==> src/rtl/fp16_div_seq_if.sv <==
// Request/response bundle for the sequential binary16 divider.
interface fp16_div_seq_if;
  logic        start;
  logic [15:0] input_a;
  logic [15:0] input_b;
  logic [15:0] div_output;
  logic        busy;
  logic        done;

  modport master (output start, input_a, input_b, input div_output, busy, done);
  modport slave  (input start, input_a, input_b, output div_output, busy, done);
endinterface

==> src/rtl/fp16_div_seq.sv <==
// Sequential IEEE-754 binary16 divider: restoring division, one quotient bit
// per cycle, round to nearest even, fixed 17-cycle latency.
// Build option: define FDIV_SUBNORMAL_EN to normalize subnormal operands and
// produce subnormal results; otherwise subnormals flush to signed zero.
module fp16_div_seq (
  input  logic          clk,
  input  logic          rst,
  fp16_div_seq_if.slave bus
);

  localparam logic [2:0] IDLE   = 3'd0;
  localparam logic [2:0] UNPACK = 3'd1;
  localparam logic [2:0] DIVIDE = 3'd2;
  localparam logic [2:0] ROUND  = 3'd3;
  localparam logic [2:0] DONE   = 3'd4;

  // m carries the hidden bit; e is a two's-complement biased exponent
  typedef struct packed {
    logic [10:0] m;
    logic [7:0]  e;
  } opnd_t;

  function automatic opnd_t unpack_op(input logic [15:0] x);
    opnd_t r;
    r.m = {1'b1, x[9:0]};
    r.e = {3'b000, x[14:10]};
    if (x[14:10] == 5'd0) begin
      r.m = {1'b0, x[9:0]};
      r.e = 8'd1;
`ifdef FDIV_SUBNORMAL_EN
      // leading-zero normalize so bit 10 is set
      for (int i = 0; i < 10; i++)
        if (!r.m[10]) begin
          r.m = r.m << 1;
          r.e = r.e - 8'd1;
        end
`endif
    end
    return r;
  endfunction

  logic [2:0]        state;
  logic [3:0]        div_cnt;
  logic [15:0]       a_q, b_q;
  logic              sign_q;
  logic signed [7:0] exp_q;
  logic [10:0]       mb_q;
  logic [11:0]       rem_q;
  logic [13:0]       quo_q;
  logic              spec_q;
  logic [15:0]       spec_val_q;
  logic [15:0]       res_q;
  logic [15:0]       div_output_q;
  logic              done_q;

  assign bus.busy       = (state != IDLE);
  assign bus.div_output = div_output_q;
  assign bus.done       = done_q;

  opnd_t ua, ub;
  assign ua = unpack_op(a_q);
  assign ub = unpack_op(b_q);

  logic nan_a, nan_b, inf_a, inf_b, zero_a, zero_b, sign_c;
  logic spec_c;
  logic [15:0] spec_val_c;

  // special-case classification of the latched operands
  always_comb begin
    sign_c = a_q[15] ^ b_q[15];
    nan_a  = (a_q[14:10] == 5'h1F) && (a_q[9:0] != 10'd0);
    nan_b  = (b_q[14:10] == 5'h1F) && (b_q[9:0] != 10'd0);
    inf_a  = (a_q[14:10] == 5'h1F) && (a_q[9:0] == 10'd0);
    inf_b  = (b_q[14:10] == 5'h1F) && (b_q[9:0] == 10'd0);
`ifdef FDIV_SUBNORMAL_EN
    zero_a = (a_q[14:0] == 15'd0);
    zero_b = (b_q[14:0] == 15'd0);
`else
    zero_a = (a_q[14:10] == 5'd0);
    zero_b = (b_q[14:10] == 5'd0);
`endif
    spec_c     = 1'b1;
    spec_val_c = 16'h7E00;
    if (nan_a || nan_b || (zero_a && zero_b) || (inf_a && inf_b))
      spec_val_c = 16'h7E00;
    else if (inf_a || zero_b)
      spec_val_c = {sign_c, 15'h7C00};
    else if (zero_a || inf_b)
      spec_val_c = {sign_c, 15'h0000};
    else
      spec_c = 1'b0;
  end

  logic        ge;
  logic [11:0] rem_sel, rem_nxt;

  // one restoring-division step: subtract if it fits, then shift
  always_comb begin
    ge      = (rem_q >= {1'b0, mb_q});
    rem_sel = ge ? (rem_q - {1'b0, mb_q}) : rem_q;
    rem_nxt = rem_sel << 1;
  end

  logic [13:0]       n;
  logic signed [7:0] ef;
  logic              stk, uf, g, inc;
  logic [9:0]        mant;
  logic [4:0]        efld;
  logic [14:0]       sum;
  logic [15:0]       res_c;
`ifdef FDIV_SUBNORMAL_EN
  int                sh;
`endif

  // normalize, denormalize if needed, round to nearest even, pack
  always_comb begin
    n   = quo_q[13] ? quo_q : {quo_q[12:0], 1'b0};
    ef  = quo_q[13] ? exp_q : exp_q - 8'sd1;
    stk = |rem_q;
    uf  = (ef <= 8'sd0);
`ifdef FDIV_SUBNORMAL_EN
    sh = 1 - int'(ef);
    if (uf)
      for (int i = 0; i < 14; i++)
        if (i < sh) begin
          stk = stk | n[0];
          n   = n >> 1;
        end
`endif
    mant  = n[12:3];
    g     = n[2];
    stk   = stk | (|n[1:0]);
    inc   = g & (stk | n[3]);
    efld  = uf ? 5'd0 : ef[4:0];
    sum   = {efld, mant} + {14'd0, inc};
    if ((ef >= 8'sd31) || (sum >= 15'h7C00))
      res_c = {sign_q, 15'h7C00};
    else
      res_c = {sign_q, sum};
`ifndef FDIV_SUBNORMAL_EN
    if (uf) res_c = {sign_q, 15'h0000};
`endif
    if (spec_q) res_c = spec_val_q;
  end

  // control FSM and datapath registers
  always_ff @(posedge clk) begin
    if (rst) begin
      state        <= IDLE;
      div_cnt      <= 4'd0;
      a_q          <= 16'd0;
      b_q          <= 16'd0;
      sign_q       <= 1'b0;
      exp_q        <= 8'sd0;
      mb_q         <= 11'd0;
      rem_q        <= 12'd0;
      quo_q        <= 14'd0;
      spec_q       <= 1'b0;
      spec_val_q   <= 16'd0;
      res_q        <= 16'd0;
      div_output_q <= 16'd0;
      done_q       <= 1'b0;
    end else begin
      done_q <= 1'b0;
      case (state)
        IDLE: if (bus.start) begin
          a_q   <= bus.input_a;
          b_q   <= bus.input_b;
          state <= UNPACK;
        end
        UNPACK: begin
          sign_q     <= sign_c;
          exp_q      <= $signed(ua.e) - $signed(ub.e) + 8'sd15;
          mb_q       <= ub.m;
          rem_q      <= {1'b0, ua.m};
          quo_q      <= 14'd0;
          spec_q     <= spec_c;
          spec_val_q <= spec_val_c;
          div_cnt    <= 4'd13;
          state      <= DIVIDE;
        end
        DIVIDE: begin
          quo_q <= {quo_q[12:0], ge};
          rem_q <= rem_nxt;
          if (div_cnt == 4'd0) state <= ROUND;
          else div_cnt <= div_cnt - 4'd1;
        end
        ROUND: begin
          res_q <= res_c;
          state <= DONE;
        end
        DONE: begin
          div_output_q <= res_q;
          done_q       <= 1'b1;
          state        <= IDLE;
        end
        default: state <= IDLE;
      endcase
    end
  end

endmodule

==> src/flat_wrapper.sv <==
// flat-port wrapper written by rule: the top's interface ports become plain ports
module fp16_div_seq_flat 
  (clk, rst, bus_start, bus_input_a, bus_input_b, bus_div_output, bus_busy, bus_done);
  fp16_div_seq_if bus_i ();
  input  logic clk;
  input  logic rst;
  input wire logic [$bits(bus_i.start)-1:0] bus_start;
  input wire logic [$bits(bus_i.input_a)-1:0] bus_input_a;
  input wire logic [$bits(bus_i.input_b)-1:0] bus_input_b;
  output wire logic [$bits(bus_i.div_output)-1:0] bus_div_output;
  output wire logic [$bits(bus_i.busy)-1:0] bus_busy;
  output wire logic [$bits(bus_i.done)-1:0] bus_done;
  assign bus_i.start = bus_start;
  assign bus_i.input_a = bus_input_a;
  assign bus_i.input_b = bus_input_b;
  assign bus_div_output = bus_i.div_output;
  assign bus_busy = bus_i.busy;
  assign bus_done = bus_i.done;
  fp16_div_seq u_core (.clk(clk), .rst(rst), .bus(bus_i));
endmodule
==> config.mk <==
export PLATFORM = sky130hd
export DESIGN_NAME = fp16_div_seq_flat
export DESIGN_NICKNAME = d
export VERILOG_FILES = /design/src/rtl/fp16_div_seq_if.sv /design/src/rtl/fp16_div_seq.sv /design/src/flat_wrapper.sv
export SDC_FILE = /design/constraint.sdc
export NUM_CORES = 1
export LEC_CHECK = 0
export CAP_MARGIN = 20
export CELL_PAD_IN_SITES_DETAIL_PLACEMENT = 1
export CELL_PAD_IN_SITES_GLOBAL_PLACEMENT = 1
export CORE_UTILIZATION = 47
export CTS_CLUSTER_SIZE = 10
export DETAILED_ROUTE_END_ITERATION = 10
export GPL_ROUTABILITY_DRIVEN = 0
export PLACE_DENSITY_LB_ADDON = 0.15
export SYNTH_ARGS = -nofsm -noshare
export SYNTH_HDL_FRONTEND = slang
export SYNTH_SLANG_ARGS = --single-unit
export TNS_END_PERCENT = 100
==> constraint.sdc <==
create_clock -name clk -period 8.3 [get_ports clk]
set_input_delay 1.66 -clock clk [delete_from_list [all_inputs] [get_ports clk]]
set_output_delay 1.66 -clock clk [all_outputs]
set_load 0.01 [all_outputs]
==> reports/metrics.sh, run 1 <==
OUTCOME='finished clean'
CHIPHEIGHT_UM=117.0
CTS_SETUP_BUFFERS=0
SYNTH_ENABLE_FLOP_CELLS=0
DRT_PRE_ANTENNA_ITERS=4
SYNTH-ASYNC-RESET-RATIO_PCT=0
VIAS_IN_THE_FIRST_GLOBAL_ROUTE=5889
SYN-CELL-AREA_MM2=0.006211
INSERTION_DELAY_NS=0.42
CHIPWIDTH_UM=117.0
FINAL.SETUP.TNS_NS=0
DRT-INITIAL-DRC-COUNT=229
AVGROUTEDWIREPERCELL_UM=17.78
CRITPATHCAPTURETYPE='register'
TRITONCTS='built'
DP_HPWL_UM=11690
HOLD_VIOL=0
FIN_HOLD_WS_NS=0.4500
CLK_ROOT_BUFFER_CELL='sky130_fd_sc_hd__clkbuf_16'
CLK_PIN_SLEW_WORST_PATHS_NS=0.06
POST_ROUTE_CELLS_DRIVE_ABOVE_1_SHARE_PCT=6.799
TIMING.CRITICAL_PATH.FANOUT_MAX=9
ARRIVAL_NS=4.32
FIN_CRIT_NS=4.026
SYNTH-MAIN-FF-CELL='sky130_fd_sc_hd__dfxtp_1'
SYNTH_CELL_TYPES=63
CLOCK_SINK_COUNT=122
FIN_AREA_MM2=0.007423
GRT_ANTENNA_BEFORE_REPAIR=0
PWR_DENS_mW_PER_MM2=263.9
DRC=0
SYNTH_AREA_LEADERS='sky130_fd_sc_hd__dfxtp_1 39%, sky130_fd_sc_hd__nand2_1 9.9%, sky130_fd_sc_hd__a21oi_1 6.3%, sky130_fd_sc_hd__ha_1 4.8%, sky130_fd_sc_hd__mux2i_1 3.4%'
PORTBUFFERS=52
SYNTH_MOST_COMMON_CELL='sky130_fd_sc_hd__nand2_1'
CP.REQUIRED_NS=8.60
SYNTH_LARGEST_AREA_CELL='sky130_fd_sc_hd__dfxtp_1'
CAP_VIOL_MAX_COUNT=0
ANTENNA_DIODE_INSTANCE_COUNT=0
FINAL_MAX_SLEW_VIOL_COUNT=0
PERIOD_UTILIZATION_POST_ROUTE_PCT=48.50
FINCLKSKEW_NS=0.007180
CTSLONGESTPATHBUFFERS=2
TOP_LEVEL_PORTS=53
SETUP_VIOLATIONS=0
SYNTH_SEQ_CELLS=122
CRITICAL_PATH.STARTPOINT_TYPE='register'
POST_CTS_HOLD_BUFFER_COUNT=0
GRT_FIRST_PASS_WIRELENGTH_UM=28760
STARTING_DENSITY_OF_THE_CORE_PCT=48.62
MAX-SLEW-MARGIN-REL_PCT=29.37
GRT_START_MAX_NET_PINS=67
DETAILED_PLACE.AREA_MM2=0.006764
VIAS=5663
WORSTHOLDPATHTYPE='reg2reg'
SYNTH_LARGEST_TYPE_AREA_FRACTION_PCT=39.32
SYNTH-WARNING-COUNT=0
DESIGN.DIE.AREA_MM2=0.01368
GLOBAL_ROUTE.OVERFLOW_TOTAL=0
GLOBAL_ROUTE.USAGE.TOTAL_PCT=27.35
ROWS=41
LAYOUT-AREA-OVERHEAD-VS-SYNTH_PCT=19.52
AREA_INSIDE_THE_CORE_BOUNDARY_MM2=0.01277
CTS_RESIZED=0
SYNTH.CELLS.MOST_FREQUENT='163 x sky130_fd_sc_hd__nand2_1, 122 x sky130_fd_sc_hd__dfxtp_1, 78 x sky130_fd_sc_hd__a21oi_1'
NETLIST_INSTANCES=771
RSZ_0062_RAISED_AFTER_GLOBAL_ROUTING='false'
CRITICAL_PATH_CLASS='reg2reg'
AVGSYNTHCELLAREA_UM2=8.056
TOTAL_DETAILED_ROUTING_WIRELENGTH_UM=17440
SYNTH.YOSYS.SEQ_AREA_SHARE_PCT=39.32
REPORTED_LEAKAGE_POWER_nW=2.644
WORST_PIN_SLEW_NS=1.057
CTS_HTREE_LEVELS=4
CTS-BUFFERS-INSERTED=17
NETS=857
POST_DRT_VIA_CELL_RATIO=5.773
VDD_DROP_MAX_V=0.0001332
ANTENNA_LEFT=0
SYNTH_NETS=832
FMAX_MHz=248.4
cell usage in the layout, fill, tap and decap left out, drive strengths merged, types with 5 or more instances in the layout:
| cell | n |
|---|---|
| xor2 | 12 |
| xnor2 | 18 |
| o22ai | 11 |
| a211oi | 6 |
| nor3 | 18 |
| nor2b | 9 |
| a22oi | 24 |
| a21o | 6 |
| nor4 | 9 |
| mux2 | 7 |
| o21ai | 26 |
| a31oi | 9 |
| nand3 | 11 |
| clkdlybuf4s50 | 51 |
| nand2 | 163 |
| ha | 24 |
| dfxtp | 122 |
| a21oi | 78 |
| inv | 27 |
| clkbuf | 22 |
| buf | 6 |
| nand2b | 5 |
| nand4 | 7 |
| mux2i | 21 |
| nor2 | 49 |
| or4 | 5 |
registers in the layout, summed over array words and instances, names as in the netlist, 4 cells and up:
signal / flops
u_core.exp_q: 8
u_core.b_q: 16
u_core.mb_q: 11
u_core.rem_q: 12
u_core.res_q: 16
u_core.a_q: 16
u_core.div_cnt: 4
u_core.bus.div_output: 16
u_core.quo_q: 14
worst max-delay path: stages (launching register included):
cell and delay [ns]:
sky130_fd_sc_hd__dfxtp_1 0.33, sky130_fd_sc_hd__or4_1 0.56, sky130_fd_sc_hd__a2111oi_0 0.46, sky130_fd_sc_hd__a31oi_1 0.16
sky130_fd_sc_hd__ha_1 0.24, sky130_fd_sc_hd__ha_1 0.24, sky130_fd_sc_hd__and4_1 0.27, sky130_fd_sc_hd__and4_4 0.21
sky130_fd_sc_hd__and3_1 0.18, sky130_fd_sc_hd__a211o_1 0.32, sky130_fd_sc_hd__or4_4 0.46, sky130_fd_sc_hd__o2111ai_4 0.34
sky130_fd_sc_hd__o21ai_1 0.13
per-layer routing:
metal	vias to the layer above	GRT usage, %	part of all wire [%]
met5	-	0	0
met4	0	12.83	2.7
met3	39	5.098	3.1
met2	115	50.45	52
met1	2761	30.33	42
li1	2748	-	-
final cells by class:
cell class	count	area [um^2]
multi-input cells	572	3461
clock buffers	22	494.2
well taps	172	215.2
flip-flops and latches	122	2442
inverters	26	97.59
clock inverters	10	137.6
fillers	1513	5350
repair buffers	57	575.6
power breakdown:
group	total, mW	switching [mW]	internal (mW)
Clock	0.786	0.274	0.512
Sequential	0.670	0.0444	0.625
Combinational	0.504	0.300	0.204
worst paths after layout:
kind | from | endpoint | slack (ns) | depth (start not counted)
max | u_core.rem_q[2] | u_core.res_q[3] | 4.27 | 12
min | u_core.bus.div_output[9] | u_core.bus.div_output[9] | 0.45 | 2
max reg2reg | u_core.rem_q[2] | u_core.res_q[3] | 4.27 | 12
min reg2reg | u_core.bus.div_output[9] | u_core.bus.div_output[9] | 0.45 | 2
per-stage QoR:
stage	std cells	utilization, %	setup WS (ns)	power, mW
global route	981	58.12	4.119	2.051
floorplan	771	-	4.449	1.044
CTS	980	57.90	4.267	1.962
finish	981	58.12	4.274	1.959
global placement	948	52.95	4.522	1.139
detailed placement	948	52.95	4.371	1.169
kinds of logic (layout without fill, tap and decap cells):
logic type	count (synthesis)	in the layout	share of synthesized area, %
adders and majority gates	26	26	5.480
DFF	122	122	39.32
muxes	28	28	4.714
and+or+nand+nor	301	301	22.46
buffers and inverters	77	115	5.036
xor gates and xnor gates	30	30	4.230
AOI/OAI and AO/OA	187	187	18.76
Note: power is estimated with default switching activity, not from simulation.
==> run 2: changes to the inputs <==
CORE_UTILIZATION = 44   (was 47)
clock period = 4.1 ns   (was 8.3 ns; I/O delays follow)
==> run 2 against run 1 <==
Critical path depth unchanged. Critical endpoint is now u_core.res_q[4]. Combinational power up 110%. Global-route usage down 2.8 points. Highest routed layer unchanged. Clock power up 79%.
==> reports/metrics.sh, run 2 (synthesis results as in run 1) <==
ANTENNA_DIODE_INSTANCE_COUNT=0  # unchanged
VIAS=5575  # was 5,663
STARTING_DENSITY_OF_THE_CORE_PCT=44.92  # was 48.62%
POST_DRT_VIA_CELL_RATIO=5.631  # was 5.773
CHIPHEIGHT_UM=120.8  # was 117.0 um
DRT_PRE_ANTENNA_ITERS=4  # unchanged
FMAX_MHz=261.2  # was 248.4 MHz
PWR_DENS_mW_PER_MM2=515.8  # was 263.9 mW/mm^2
VDD_DROP_MAX_V=0.0002258  # was 0.0001332 V
FINAL.SETUP.TNS_NS=0  # unchanged
FINAL_MAX_SLEW_VIOL_COUNT=0  # unchanged
GLOBAL_ROUTE.OVERFLOW_TOTAL=0  # unchanged
CRITICAL_PATH.STARTPOINT_TYPE='register'  # unchanged
WORST_PIN_SLEW_NS=0.6823  # was 1.057 ns
MULTI_INPUT_LOGIC_AREA_MM2=0.003467  # was 0.003461 mm^2
PORTBUFFERS=52  # unchanged
TRITONCTS='built'  # unchanged
ANTENNA_LEFT=0  # unchanged
ROWS=43  # was 41
CTS-BUFFERS-INSERTED=17  # unchanged
GRT_START_MAX_NET_PINS=65  # was 67
TIMING.CRITICAL_PATH.FANOUT_MAX=9  # unchanged
CRITPATHCAPTURETYPE='register'  # unchanged
DRT-INITIAL-DRC-COUNT=229  # unchanged
CRITICAL_PATH_CLASS='reg2reg'  # unchanged
WORSTHOLDPATHTYPE='reg2reg'  # unchanged
ARRIVAL_NS=4.13  # was 4.32 ns
TOP_LEVEL_PORTS=53  # unchanged
GRT_ANTENNA_BEFORE_REPAIR=0  # unchanged
CTS_HTREE_LEVELS=4  # unchanged
VIAS_IN_THE_FIRST_GLOBAL_ROUTE=5740  # was 5,889
DESIGN.DIE.AREA_MM2=0.01460  # was 0.01368 mm^2
REPORTED_LEAKAGE_POWER_nW=2.624  # was 2.644 nW
CTSLONGESTPATHBUFFERS=2  # unchanged
ROUTE.LAYER.MET1.WL_UM=7305  # was 7309 um
FF_LATCH_AREA_MM2=0.002442  # unchanged
OUTCOME='finished clean'  # unchanged
INSERTION_DELAY_NS=0.42  # about the same
FINCLKSKEW_NS=0.006241  # was 0.007180 ns
POST_ROUTE_CELLS_DRIVE_ABOVE_1_SHARE_PCT=6.667  # was 6.799%
MOST_COMMON_LIBRARY_CELL_IN_THE_LAYOUT_IGNORING_FILL_AND_TAPS='sky130_fd_sc_hd__nand2_1'  # unchanged
FIN_CRIT_NS=3.828  # was 4.026 ns
CLK_PIN_SLEW_WORST_PATHS_NS=0.05  # was 0.06 ns
ROUTE.MET2.WL_UM=8636  # was 9124 um
SETUP_VIOLATIONS=0  # unchanged
GLOBAL_ROUTE.USAGE.TOTAL_PCT=24.59  # was 27.35%
CAP_VIOL_MAX_COUNT=0  # unchanged
AVGROUTEDWIREPERCELL_UM=17.06  # was 17.78 um
FILLER_CELL_COUNT=1652  # was 1,513
MOST-COMMON-LAYOUT-CELLS='163 x sky130_fd_sc_hd__nand2_1, 122 x sky130_fd_sc_hd__dfxtp_1, 78 x sky130_fd_sc_hd__a21oi_1'  # unchanged
MET3_WIRELENGTH_UM=542  # was 539 um
DP_HPWL_UM=11800  # was 11,690 um
DRC=0  # unchanged
POST_CTS_HOLD_BUFFER_COUNT=0  # unchanged
NETS=859  # was 857
AREA_INSIDE_THE_CORE_BOUNDARY_MM2=0.01383  # was 0.01277 mm^2
LAYOUT-AREA-OVERHEAD-VS-SYNTH_PCT=19.00  # was 19.52%
RSZ_0062_RAISED_AFTER_GLOBAL_ROUTING='false'  # unchanged
CHIPWIDTH_UM=120.8  # was 117.0 um
CLK_ROOT_BUFFER_CELL='sky130_fd_sc_hd__clkbuf_16'  # unchanged
GRT_FIRST_PASS_WIRELENGTH_UM=28180  # was 28,760 um
TOTAL_DETAILED_ROUTING_WIRELENGTH_UM=16890  # was 17,440 um
HIGHEST_LAYER='met4'  # unchanged
FINAL_CORE_UTILIZATION_PCT=53.45  # was 58.12%
CLOCK_SINK_COUNT=122  # unchanged
PERIOD_UTILIZATION_POST_ROUTE_PCT=93.38  # was 48.50%
HOLD_VIOL=0  # unchanged
CP.REQUIRED_NS=4.40  # was 8.60 ns
MAX-SLEW-MARGIN-REL_PCT=54.52  # was 29.37%
==> run 2: cell types whose count changed in the layout (fill, tap and decap cells not counted) <==
cell / change
sky130_fd_sc_hd__a2111oi_0: -1
sky130_fd_sc_hd__a2111oi_2: +1
sky130_fd_sc_hd__buf_16: +1
sky130_fd_sc_hd__buf_4: +1
sky130_fd_sc_hd__bufinv_16: -2
sky130_fd_sc_hd__clkbuf_1: +3
sky130_fd_sc_hd__clkbuf_8: -2
sky130_fd_sc_hd__clkinv_2: +2
sky130_fd_sc_hd__clkinv_4: -1
sky130_fd_sc_hd__inv_6: -1
==> run 2: cell type report <==
| class | count | area share, % |
|---|---|---|
| timing repair buffer | 59 | 8.261 |
| sequential | 122 | 33.05 |
| multi-input combinational | 572 | 46.91 |
| tap | 180 | 3.047 |
| clock inverter | 8 | 0.9480 |
| clock buffer | 23 | 6.467 |
| inverter | 26 | 1.320 |
==> run 2: per-stage QoR <==
step                instances  power [mW]  setup slack (ns)  cell area, um^2  hold WS (ns)
finish                    990       3.812            0.2715             7391        0.4515
global route              990       4.008           0.09753             7391        0.4739
CTS                       988       3.802            0.1303             7330        0.4532
detailed placement        957       2.375            0.1413             6782        0.4455
global placement          957       2.327            0.3706             6782        0.4405
floorplan                 771       2.113            0.2488             6211        0.4256
==> run 2: layer usage <==
| metal | global-route usage, % | vias to the layer above |
|---|---|---|
| met1 | 28.79 | 2687 |
| li1 | - | 2750 |
| met2 | 43.25 | 106 |
| met5 | 0 | - |
| met3 | 4.623 | 32 |
| met4 | 11.34 | 0 |
==> run 2: what timing repair did <==
item,in CTS,in global routing
setup buffers,0,0
resized for setup,0,2
endpoints found under the setup margin,0,9
hold endpoints to repair,0,0
==> run 2: path summary, 6_finish.rpt <==
check,startpoint,endpoint,slack (ns),cells past startpoint
worst min register to register,u_core.bus.div_output[5],u_core.bus.div_output[5],0.45,2
worst max register to register,u_core.rem_q[2],u_core.res_q[4],0.27,12
worst min-delay path,u_core.bus.div_output[5],u_core.bus.div_output[5],0.45,2
worst max-delay path,u_core.rem_q[2],u_core.res_q[4],0.27,12
==> run 2: worst max-delay path, stage by stage, from the launching register on <==
cell and delay [ns]:
sky130_fd_sc_hd__dfxtp_1 0.34, sky130_fd_sc_hd__or4_1 0.56, sky130_fd_sc_hd__a2111oi_2 0.36, sky130_fd_sc_hd__a31oi_1 0.14, sky130_fd_sc_hd__ha_1 0.24, sky130_fd_sc_hd__ha_1 0.25
sky130_fd_sc_hd__and4_1 0.25, sky130_fd_sc_hd__and4_4 0.20, sky130_fd_sc_hd__and3_1 0.16, sky130_fd_sc_hd__a211o_1 0.30, sky130_fd_sc_hd__or4_4 0.45, sky130_fd_sc_hd__o2111ai_4 0.34
sky130_fd_sc_hd__o21ai_1 0.12
==> run 2: where the power goes <==
part / internal (mW) / total (mW) / switching, mW
Combinational: 0.430 / 1.05 / 0.617
Sequential: 1.27 / 1.35 / 0.0883
Clock: 0.871 / 1.41 / 0.539
